`src/rtl/div_nonrestoring_pkg.sv`:
```
// Shared constants for the iterative signed divider: widths, FSM encodings and the overflow dividend.
// No timing or flow control of its own; consumed by div_addsub and div_nonrestoring.
package div_nonrestoring_pkg;

  localparam int DIV_WIDTH = 32;
  localparam int DIV_CNT_W = 6;
  localparam logic [31:0] DIV_OVF_DIVIDEND = 32'h8000_0000;

  localparam logic [2:0] ST_IDLE = 3'd0;
  localparam logic [2:0] ST_PREP = 3'd1;
  localparam logic [2:0] ST_ITER = 3'd2;
  localparam logic [2:0] ST_CORR = 3'd3;
  localparam logic [2:0] ST_SIGN = 3'd4;
  localparam logic [2:0] ST_DONE = 3'd5;

endpackage

```
`src/rtl/div_addsub.sv`:
```
// (W+1)-bit add/subtract on a W-bit 4-bit-group carry-lookahead core; subtract inverts b with carry-in 1.
// Purely combinational, zero latency, no flow control.
module div_addsub
  import div_nonrestoring_pkg::*;
#(
  parameter int W = DIV_WIDTH
) (
  input  logic [W:0] a,
  input  logic [W:0] b,
  input  logic       sub,
  output logic [W:0] sum
);

  logic [W-1:0] bx;
  logic [W-1:0] g;
  logic [W-1:0] p;
  logic [W:0]   c;
  logic         gg;
  logic         pg;
  int           base;

  always_comb begin
    bx   = sub ? ~b[W-1:0] : b[W-1:0];
    g    = a[W-1:0] & bx;
    p    = a[W-1:0] ^ bx;
    c    = '0;
    c[0] = sub;
    gg   = 1'b0;
    pg   = 1'b0;
    base = 0;
    // Full lookahead inside each nibble, group generate/propagate between nibbles.
    for (int k = 0; k < W / 4; k++) begin
      base = 4 * k;
      c[base+1] = g[base] | (p[base] & c[base]);
      c[base+2] = g[base+1] | (p[base+1] & g[base]) | (p[base+1] & p[base] & c[base]);
      c[base+3] = g[base+2] | (p[base+2] & g[base+1]) | (p[base+2] & p[base+1] & g[base])
                | (p[base+2] & p[base+1] & p[base] & c[base]);
      gg = g[base+3] | (p[base+3] & g[base+2]) | (p[base+3] & p[base+2] & g[base+1])
         | (p[base+3] & p[base+2] & p[base+1] & g[base]);
      pg = &p[base+:4];
      c[base+4] = gg | (pg & c[base]);
    end
    sum[W-1:0] = p ^ c[W-1:0];
    sum[W]     = a[W] ^ (sub ? ~b[W] : b[W]) ^ c[W];
  end

endmodule

```
`src/rtl/div_nonrestoring.sv`:
```
// Iterative radix-2 non-restoring signed divider with one shared add/sub.
// Ready WIDTH+3 edges after start (2 on exception); no backpressure, a new start aborts any op in flight.
module div_nonrestoring
  import div_nonrestoring_pkg::*;
#(
  parameter int WIDTH = DIV_WIDTH
) (
  input  logic             clock,
  input  logic             reset,
  input  logic             ctrl_DIV,
  input  logic [WIDTH-1:0] data_operandA,
  input  logic [WIDTH-1:0] data_operandB,
  output logic [WIDTH-1:0] data_result,
  output logic [WIDTH-1:0] data_remainder,
  output logic             data_exception,
  output logic             data_resultRDY,
  output logic             busy
);

  localparam logic [WIDTH-1:0]     OVF_DIVIDEND = WIDTH'(DIV_OVF_DIVIDEND);
  localparam logic [DIV_CNT_W-1:0] LAST_CNT     = DIV_CNT_W'(WIDTH - 1);

  logic [2:0]           state;
  logic [DIV_CNT_W-1:0] cnt;
  logic [WIDTH-1:0]     a_lat;
  logic [WIDTH-1:0]     b_lat;
  logic [WIDTH-1:0]     q;
  logic [WIDTH-1:0]     bmag;
  logic [WIDTH:0]       r;
  logic                 q_neg;
  logic                 r_neg;
  logic                 exc_pend;

  logic [WIDTH-1:0]     a_abs;
  logic [WIDTH-1:0]     b_abs;
  logic [WIDTH-1:0]     rem_neg;
  logic [WIDTH:0]       r_shift;
  logic                 div_zero;
  logic                 ovf;
  logic [WIDTH:0]       as_a;
  logic [WIDTH:0]       as_b;
  logic                 as_sub;
  logic [WIDTH:0]       as_sum;

  // Magnitudes are unsigned, so |0x80000000| stays 0x80000000.
  assign a_abs    = a_lat[WIDTH-1] ? (~a_lat + WIDTH'(1)) : a_lat;
  assign b_abs    = b_lat[WIDTH-1] ? (~b_lat + WIDTH'(1)) : b_lat;
  assign rem_neg  = ~r[WIDTH-1:0] + WIDTH'(1);
  assign r_shift  = {r[WIDTH-1:0], q[WIDTH-1]};
  assign div_zero = (b_lat == '0);
  assign ovf      = (a_lat == OVF_DIVIDEND) && (&b_lat);

  always_comb begin
    as_a   = r_shift;
    as_b   = {1'b0, bmag};
    as_sub = ~r_shift[WIDTH];
    case (state)
      ST_CORR: begin
        as_a   = r;
        as_sub = 1'b0;
      end
      ST_SIGN: begin
        as_a   = '0;
        as_b   = {1'b0, q};
        as_sub = 1'b1;
      end
      default: ;
    endcase
  end

  div_addsub #(.W(WIDTH)) u_addsub (
    .a   (as_a),
    .b   (as_b),
    .sub (as_sub),
    .sum (as_sum)
  );

  always_ff @(posedge clock or posedge reset) begin
    if (reset) begin
      state          <= ST_IDLE;
      cnt            <= '0;
      a_lat          <= '0;
      b_lat          <= '0;
      q              <= '0;
      bmag           <= '0;
      r              <= '0;
      q_neg          <= 1'b0;
      r_neg          <= 1'b0;
      exc_pend       <= 1'b0;
      data_result    <= '0;
      data_remainder <= '0;
      data_exception <= 1'b0;
    end else if (ctrl_DIV) begin
      a_lat <= data_operandA;
      b_lat <= data_operandB;
      state <= ST_PREP;
    end else begin
      case (state)
        ST_PREP: begin
          r    <= '0;
          cnt  <= '0;
          bmag <= b_abs;
          // Exceptions still pass through SIGN so results are published from one place.
          if (div_zero || ovf) begin
            exc_pend <= 1'b1;
            q        <= div_zero ? '0 : OVF_DIVIDEND;
            q_neg    <= 1'b0;
            r_neg    <= 1'b0;
            state    <= ST_SIGN;
          end else begin
            exc_pend <= 1'b0;
            q        <= a_abs;
            q_neg    <= a_lat[WIDTH-1] ^ b_lat[WIDTH-1];
            r_neg    <= a_lat[WIDTH-1];
            state    <= ST_ITER;
          end
        end
        ST_ITER: begin
          r   <= as_sum;
          q   <= {q[WIDTH-2:0], ~as_sum[WIDTH]};
          cnt <= cnt + DIV_CNT_W'(1);
          if (cnt == LAST_CNT) state <= ST_CORR;
        end
        ST_CORR: begin
          if (r[WIDTH]) r <= as_sum;
          state <= ST_SIGN;
        end
        ST_SIGN: begin
          data_result    <= q_neg ? as_sum[WIDTH-1:0] : q;
          data_remainder <= r_neg ? rem_neg : r[WIDTH-1:0];
          data_exception <= exc_pend;
          state          <= ST_DONE;
        end
        default: state <= ST_IDLE;
      endcase
    end
  end

  assign data_resultRDY = (state == ST_DONE);
  assign busy           = (state != ST_IDLE) && (state != ST_DONE);

endmodule

```
`config.mk`:
```
export PLATFORM = sky130hd
export DESIGN_NAME = div_nonrestoring
export DESIGN_NICKNAME = d
export VERILOG_FILES = /design/src/rtl/div_nonrestoring_pkg.sv /design/src/rtl/div_addsub.sv /design/src/rtl/div_nonrestoring.sv
export SDC_FILE = /design/constraint.sdc
export NUM_CORES = 1
export LEC_CHECK = 0
export CAP_MARGIN = 20
export CELL_PAD_IN_SITES_DETAIL_PLACEMENT = 0
export CELL_PAD_IN_SITES_GLOBAL_PLACEMENT = 2
export CORE_ASPECT_RATIO = 1.4
export CORE_MARGIN = 8
export CORE_UTILIZATION = 40
export CTS_BUF_LIST = sky130_fd_sc_hd__clkbuf_4 sky130_fd_sc_hd__clkbuf_8
export DETAILED_ROUTE_END_ITERATION = 10
export PLACE_DENSITY = 0.86
export SETUP_SLACK_MARGIN = 0.1
export SLEW_MARGIN = 20
export SYNTH_ARGS = -nofsm -noshare
export SYNTH_HDL_FRONTEND = slang
export SYNTH_SLANG_ARGS = --single-unit
```
`constraint.sdc`:
```
create_clock -name clock -period 16.5 [get_ports clock]
set_input_delay 4.95 -clock clock [delete_from_list [all_inputs] [get_ports clock]]
set_output_delay 4.95 -clock clock [all_outputs]
set_load 0.02 [all_outputs]
```
==> results of run 1 <==
## registers in the layout, indices dropped and copies added, names as in the netlist, 3 cells and up
register	cells
r	33
a_lat	32
b_lat	32
bmag	32
data_remainder	32
data_result	32
q	32
cnt	6
state	3
## cell families after synthesis
logic type | Yosys count | synth area share (%)
DFF | 238 | 44.0
xor gates and xnor gates | 148 | 9.58
AOI/OAI and AO/OA | 392 | 17.9
buffers and inverters | 116 | 3.26
muxes | 84 | 6.78
and+or+nand+nor | 420 | 14.0
adders and majority gates | 44 | 4.46
## worst max-delay path, cell delays in order (launching register included)
cell and delay, ns:
dfrtp_1 0.54, clkinv_1 0.34, nor2_1 0.19, or3_1 0.12, clkdlybuf4s50_1 0.60
## layout make-up
class	count	area, µm²
Fill cell	3271	17200
Sequential cell	238	5960
Clock buffer	63	805
Inverter	20	82.6
Clock inverter	8	70.1
Tap cell	445	557
Antenna cell	1	2.50
Multi-Input combinational cell	1088	7180
Timing Repair Buffer	147	1440
## per-stage QoR
stage,util (%),cell area (µm²),hold WS [ns],total power (µW)
after floorplan,-,13500,0.439,1890
after global placement,45.7,15200,0.456,2360
final,48.3,16100,0.473,2920
after detailed placement,45.7,15200,0.469,2380
after global routing,48.3,16100,0.495,3170
after CTS,48.3,16100,0.482,2960
## power groups by stage
stage                     combinational [µW]  clock, µW  sequential, µW
after global placement                  1400          0             951
after global routing                    1580        611             975
after CTS                               1430        587             947
final                                   1410        569             946
after detailed placement                1420          0             957
after floorplan                          912          0             978
## worst min path at each step
stage	depth (start not counted)	slack [ns]	end
6_report	2	0.47	data_remainder[27]
5_1_grt	2	0.49	data_result[3]
4_1_cts	2	0.48	data_remainder[2]
3_5_place_dp	2	0.47	data_result[21]
3_3_place_gp	2	0.46	data_exception
2_1_floorplan	2	0.44	data_exception
## Yosys cell counts, types with 5 or more instances
library cell and n:
a21o_1 12, a21oi_1 48, a221oi_1 10, a22o_1 47
buf_1 7, clkbuf_1 86, dfrtp_1 238, fa_1 7
ha_1 37, inv_1 19, mux2_2 61, mux2i_1 23
nand2_1 232, nand3_1 8, nand4_1 12, nor2_1 63
nor3_1 35, nor3b_1 5, nor4_1 7, o21ai_0 206
o31ai_1 29, o41ai_1 8, or3_1 22, or4_1 13
xnor2_1 29, xor2_1 119
## per-layer routing
layer	vias to the layer above	track usage (%)	part of all wire, %
met2	185	30.4	48
met3	37	2.79	4.4
met4	0	4.82	1.8
met5	-	0	0
li1	5295	-	-
met1	4979	23.1	45
==> results.md, run 1 <==
* Setup TNS at 0 ns
* Yosys reg bits at 238
* FF-to-FF setup slack at 10.96 ns
* Worst R2R Start: state[0]
* Worst Setup SP: state[0]
* Synthesis warning total at 0
* Vias in the first global route at 10,679
* Net Count, Synth at 1,553
* Max Clock Freq at 0.137 GHz
* Internal cell power at 1710 µW
* Fin crit share at 44.3%
* Worst Path Arrival at 2.37 ns
* Post-synthesis cell count at 1,442
* Critical Path End: busy
* Initial detailed-routing violation count at 435
* First-pass GRT wire length at 57,200 µm
* Slew @ Worst Pin at 1.06 ns
* Sequential share of power at 32.4%
* Status: complete, no violations
* Port bufs at 133
* R2r worst-path depth at 21
* Final HPWL DP at 25,900 µm
* Worst skew pair latency at 0.57 ns
* Synth Area per Inst at 9.38 µm²
* Grt ovf at 0
* Area of the core at 33,300 µm²
* Clk sinks at 238
* VDD IR max at 0.0699 mV
* Gate power share at 48.2%
* NetSw at 1210 µW
* Commonest cells after routing, fill and taps aside: dfrtp_1, nand2_1, o21ai_0, clkdlybuf4s50_1, xor2_1
* Nets at 1,646
* Top cell type's share of synthesized area at 44.0%
* Top cells by area in the synthesized netlist: dfrtp_1, xor2_1, o21ai_0
* Setup violators final at 0
* CP Capture Type: primary output
* Setup CP Type: flip-flop to primary output
* Area Growth Syn to Fin at 18.9%
* CTS tree: done
* Final ANT Viol Nets at 0
* Placed Cells at 1,938
* Total Wirelength at 35,300 µm
* Hold Crit Start: data_remainder[27]
* Worst EP required at 11.55 ns
* TritonRoute pass-1 iters at 5
* Place WS at 8.61 ns
* Share of cells above drive strength 1 at 10.9%
* Final worst path period need at 7.32 ns
* Clk slew on worst S/H paths at 0.06 ns
* Commonest non-fill, non-tap cell in the layout: dfrtp_1
* LEAKAGE at 0.00709 µW
* Post-synth ARST share at 100%
* Seq/Total Area, Yosys at 44.0%
* GPL Wtd Cong at 0.840
* Die height at 234 µm
* Min-Delay Path Class: flip-flop to flip-flop
* RSZ-0062 raised after global routing: no
* R2R Path End: data_result[17]
* Initial antenna violation count at 1
* Crit Path Max Fanout at 9
* Fin. Hold Viols at 0
* MaxCap Viol Count at 0
* Top FF cell, synth: dfrtp_1
* Hold Buf Count CTS at 0
* Clk root buf: clkbuf_8
* Pwr/cell area at 182 nW/µm²
* Total global routing track utilization at 17.8%
* Skew final at 0.0264 ns
* Slew Viols, Final at 0
* Post-DR vias/cell at 5.22
* Cell taking the most area after synthesis: dfrtp_1
* CP startpoint kind: flip-flop
* DIE WIDTH at 171 µm
* Post_cts resized at 0
* Post-CTS setup buffers at 0
* Count of different cell masters after synthesis at 57
* IO Count at 134
* Sw Ratio at 41.5%
* WL per Instance at 17.6 µm
* CTS buffer count at 40
* Rel. slew slack at 29.6%
* H-tree depth at 2
* Largest net degree at the start of global routing at 129
* Area of the die at 40,100 µm²
* DR vias at 10,496
* Initial core utilization at 40.6%
* Final setup margin at 9.18 ns
* Number of flops mapped to enable cells by yosys at 0
* Syn Std Cell Area at 13,500 µm²
* Clk buf depth at 3
* Residual DRC at 0
* Non-filler cells, final at 2,010
* Site row count at 79
* Power share of the clock group at 19.5%
No activity file was read; power rests on OpenSTA's default activity.
==> inputs of run 2 (changes only) <==
--- a/config.mk
+++ b/config.mk
@@ -10,10 +10,10 @@
 export CELL_PAD_IN_SITES_GLOBAL_PLACEMENT = 2
 export CORE_ASPECT_RATIO = 1.4
 export CORE_MARGIN = 8
-export CORE_UTILIZATION = 40
+export CORE_UTILIZATION = 38
 export CTS_BUF_LIST = sky130_fd_sc_hd__clkbuf_4 sky130_fd_sc_hd__clkbuf_8
 export DETAILED_ROUTE_END_ITERATION = 10
-export PLACE_DENSITY = 0.86
+export PLACE_DENSITY = 0.82
 export SETUP_SLACK_MARGIN = 0.1
 export SLEW_MARGIN = 20
 export SYNTH_ARGS = -nofsm -noshare
==> constraint.sdc (replaced) <==
create_clock -name clock -period 7.1 [get_ports clock]
set_input_delay 2.13 -clock clock [delete_from_list [all_inputs] [get_ports clock]]
set_output_delay 2.13 -clock clock [all_outputs]
set_load 0.02 [all_outputs]
==> run 2 against run 1 <==
Non-clock buffer count grew 2. Sequential cell count is the same. Power grew 130%. Final cell count grew 1.0%. First-iteration DRC count shrank 6.7%. Combinational power grew 130%. Utilization shrank 2.8 points. Sequential share of layout area shrank 0.13 points. Critical path type is now flip-flop to flip-flop. Critical endpoint is now data_result[28].
==> results.md, run 2 (synthesis gave the netlist of run 1 again) <==
* Status: complete, no violations
* MaxCap Viol Count at 0
* Clk root buf: clkbuf_8
* Worst Path Arrival at 5.57 ns
* Initial antenna violation count at 1
* Max Clock Freq at 0.197 GHz
* Clk buf depth at 3
* DR vias at 10,560
* GPL Wtd Cong at 0.866
* Commonest non-fill, non-tap cell in the layout: dfrtp_1
* CTS buffer count at 40
* Placed Cells at 1,956
* WL per Instance at 17.9 µm
* CP max stage cell: dfrtp_1
* CP Capture Type: flip-flop
* Non-filler cells, final at 2,030
* Overall power at 6810 µW
* Crit-path max cell delay at 0.55 ns
* First-pass GRT wire length at 59,100 µm
* Pwr/cell area at 421 nW/µm²
* Post-CTS setup buffers at 0
* Initial detailed-routing violation count at 406
* Most flops, register: r
* Crit Path Max Fanout at 19
* Die height at 239 µm
* Post-DR vias/cell at 5.20
* Residual DRC at 0
* Fin crit share at 71.7%
* Total global routing track utilization at 17.5%
* Nets at 1,648
* Final ANT Viol Nets at 0
* Commonest cells after routing, fill and taps aside: dfrtp_1, nand2_1, o21ai_0, clkdlybuf4s50_1, xor2_1
* Port bufs at 133
* LEAKAGE at 0.00710 µW
* Fin. Hold Viols at 0
* CTS tree: done
* Max reg flops at 33
* Rel. slew slack at 34.3%
* Cell Chain, Critical Path: clkinv_1, nor2_2, nor2_2, buf_4, a22o_1, ha_1, a21oi_1, o21ai_0, a32o_1, a211o_1, o211ai_1, nand2_1, a31oi_1, nor2_1, nor2_1, fa_1, nand2_1, o21ai_0, o21ai_0
* Area of the die at 42,000 µm²
* Worst skew pair latency at 0.57 ns
* Clk slew on worst S/H paths at 0.06 ns
* IO Count at 134
* Area Growth Syn to Fin at 19.4%
* Final worst path period need at 5.09 ns
* Setup violators final at 0
* CP startpoint kind: flip-flop
* DIE WIDTH at 175 µm
* Site row count at 82
* RSZ-0062 raised after global routing: no
* Post_cts resized at 0
* Final HPWL DP at 27,000 µm
* Vias in the first global route at 10,700
* TritonRoute pass-1 iters at 4
* Largest net degree at the start of global routing at 134
* VDD IR max at 0.159 mV
* Slew Viols, Final at 0
* Skew final at 0.0133 ns
* Crit-path most repeated cell: o21ai_0
* Total Wirelength at 36,400 µm
* Clk sinks at 238
* Worst Path Buf+Inv at 2
* Worst EP required at 7.58 ns
* Initial core utilization at 38.1%
* Grt ovf at 0
* H-tree depth at 2
* Setup CP Type: flip-flop to flip-flop
* Share of cells above drive strength 1 at 11.2%
* Slew @ Worst Pin at 0.983 ns
* Area of the core at 35,500 µm²
* Setup TNS at 0 ns
* Kind of cell adding the most delay to the critical path: compound AO/OA/AOI/OAI gates
* Min-Delay Path Class: flip-flop to flip-flop
* Hold Buf Count CTS at 0
==> run 2: power by group <==
| group | internal (µW) | switching, µW | leakage (µW) |
|---|---|---|---|
| Combinational | 1460 | 1780 | 0.00370 |
| Sequential | 1760 | 473 | 0.00294 |
| Clock | 761 | 573 | 0.000464 |
==> run 2: path summary, 6_finish.rpt <==
path                                     from                 end  slack (ns)  cells past startpoint
max                                  state[0]     data_result[28]        2.01                     19
min                        data_remainder[14]  data_remainder[14]        0.47                      2
max reg2reg                          state[0]     data_result[28]        2.01                     19
min reg2reg                data_remainder[14]  data_remainder[14]        0.47                      2
max in group asynchronous               reset           b_lat[16]        3.82                      3
min in group asynchronous               reset   data_remainder[9]        2.08                      2
==> run 2: area by class of cell <==
cell class,instances,area (µm²)
Antenna cell,1,2.50
Multi-Input combinational cell,1088,7180
Clock buffer,65,813
Fill cell,3544,19300
Timing Repair Buffer,149,1480
Sequential cell,238,5960
Clock inverter,7,65.1
Tap cell,462,578
Inverter,20,78.8
==> run 2: tightest hold or removal path, cell delays in order, from the launching register on <==
cell	delay (ns)
dfrtp_1	0.34
nand2_1	0.04
o21ai_0	0.05
==> run 2: per-stage QoR <==
stage	hold WS (ns)	instance area, µm²	util, %	setup slack (ns)
2_1_floorplan	0.439	13500	-	1.85
3_3_place_gp	0.461	15300	43.0	2.08
3_5_place_dp	0.469	15300	43.0	1.99
4_1_cts	0.483	16100	45.4	2.01
5_1_grt	0.504	16200	45.5	1.54
6_report	0.474	16200	45.5	2.01
==> run 2: per-layer routing <==
layer  global-route usage [%]  share of wire (%)
met1                     22.4                 46
met2                     29.3                 47
met3                     3.08                4.4
met4                     5.90                2.6
met5                        0                  0
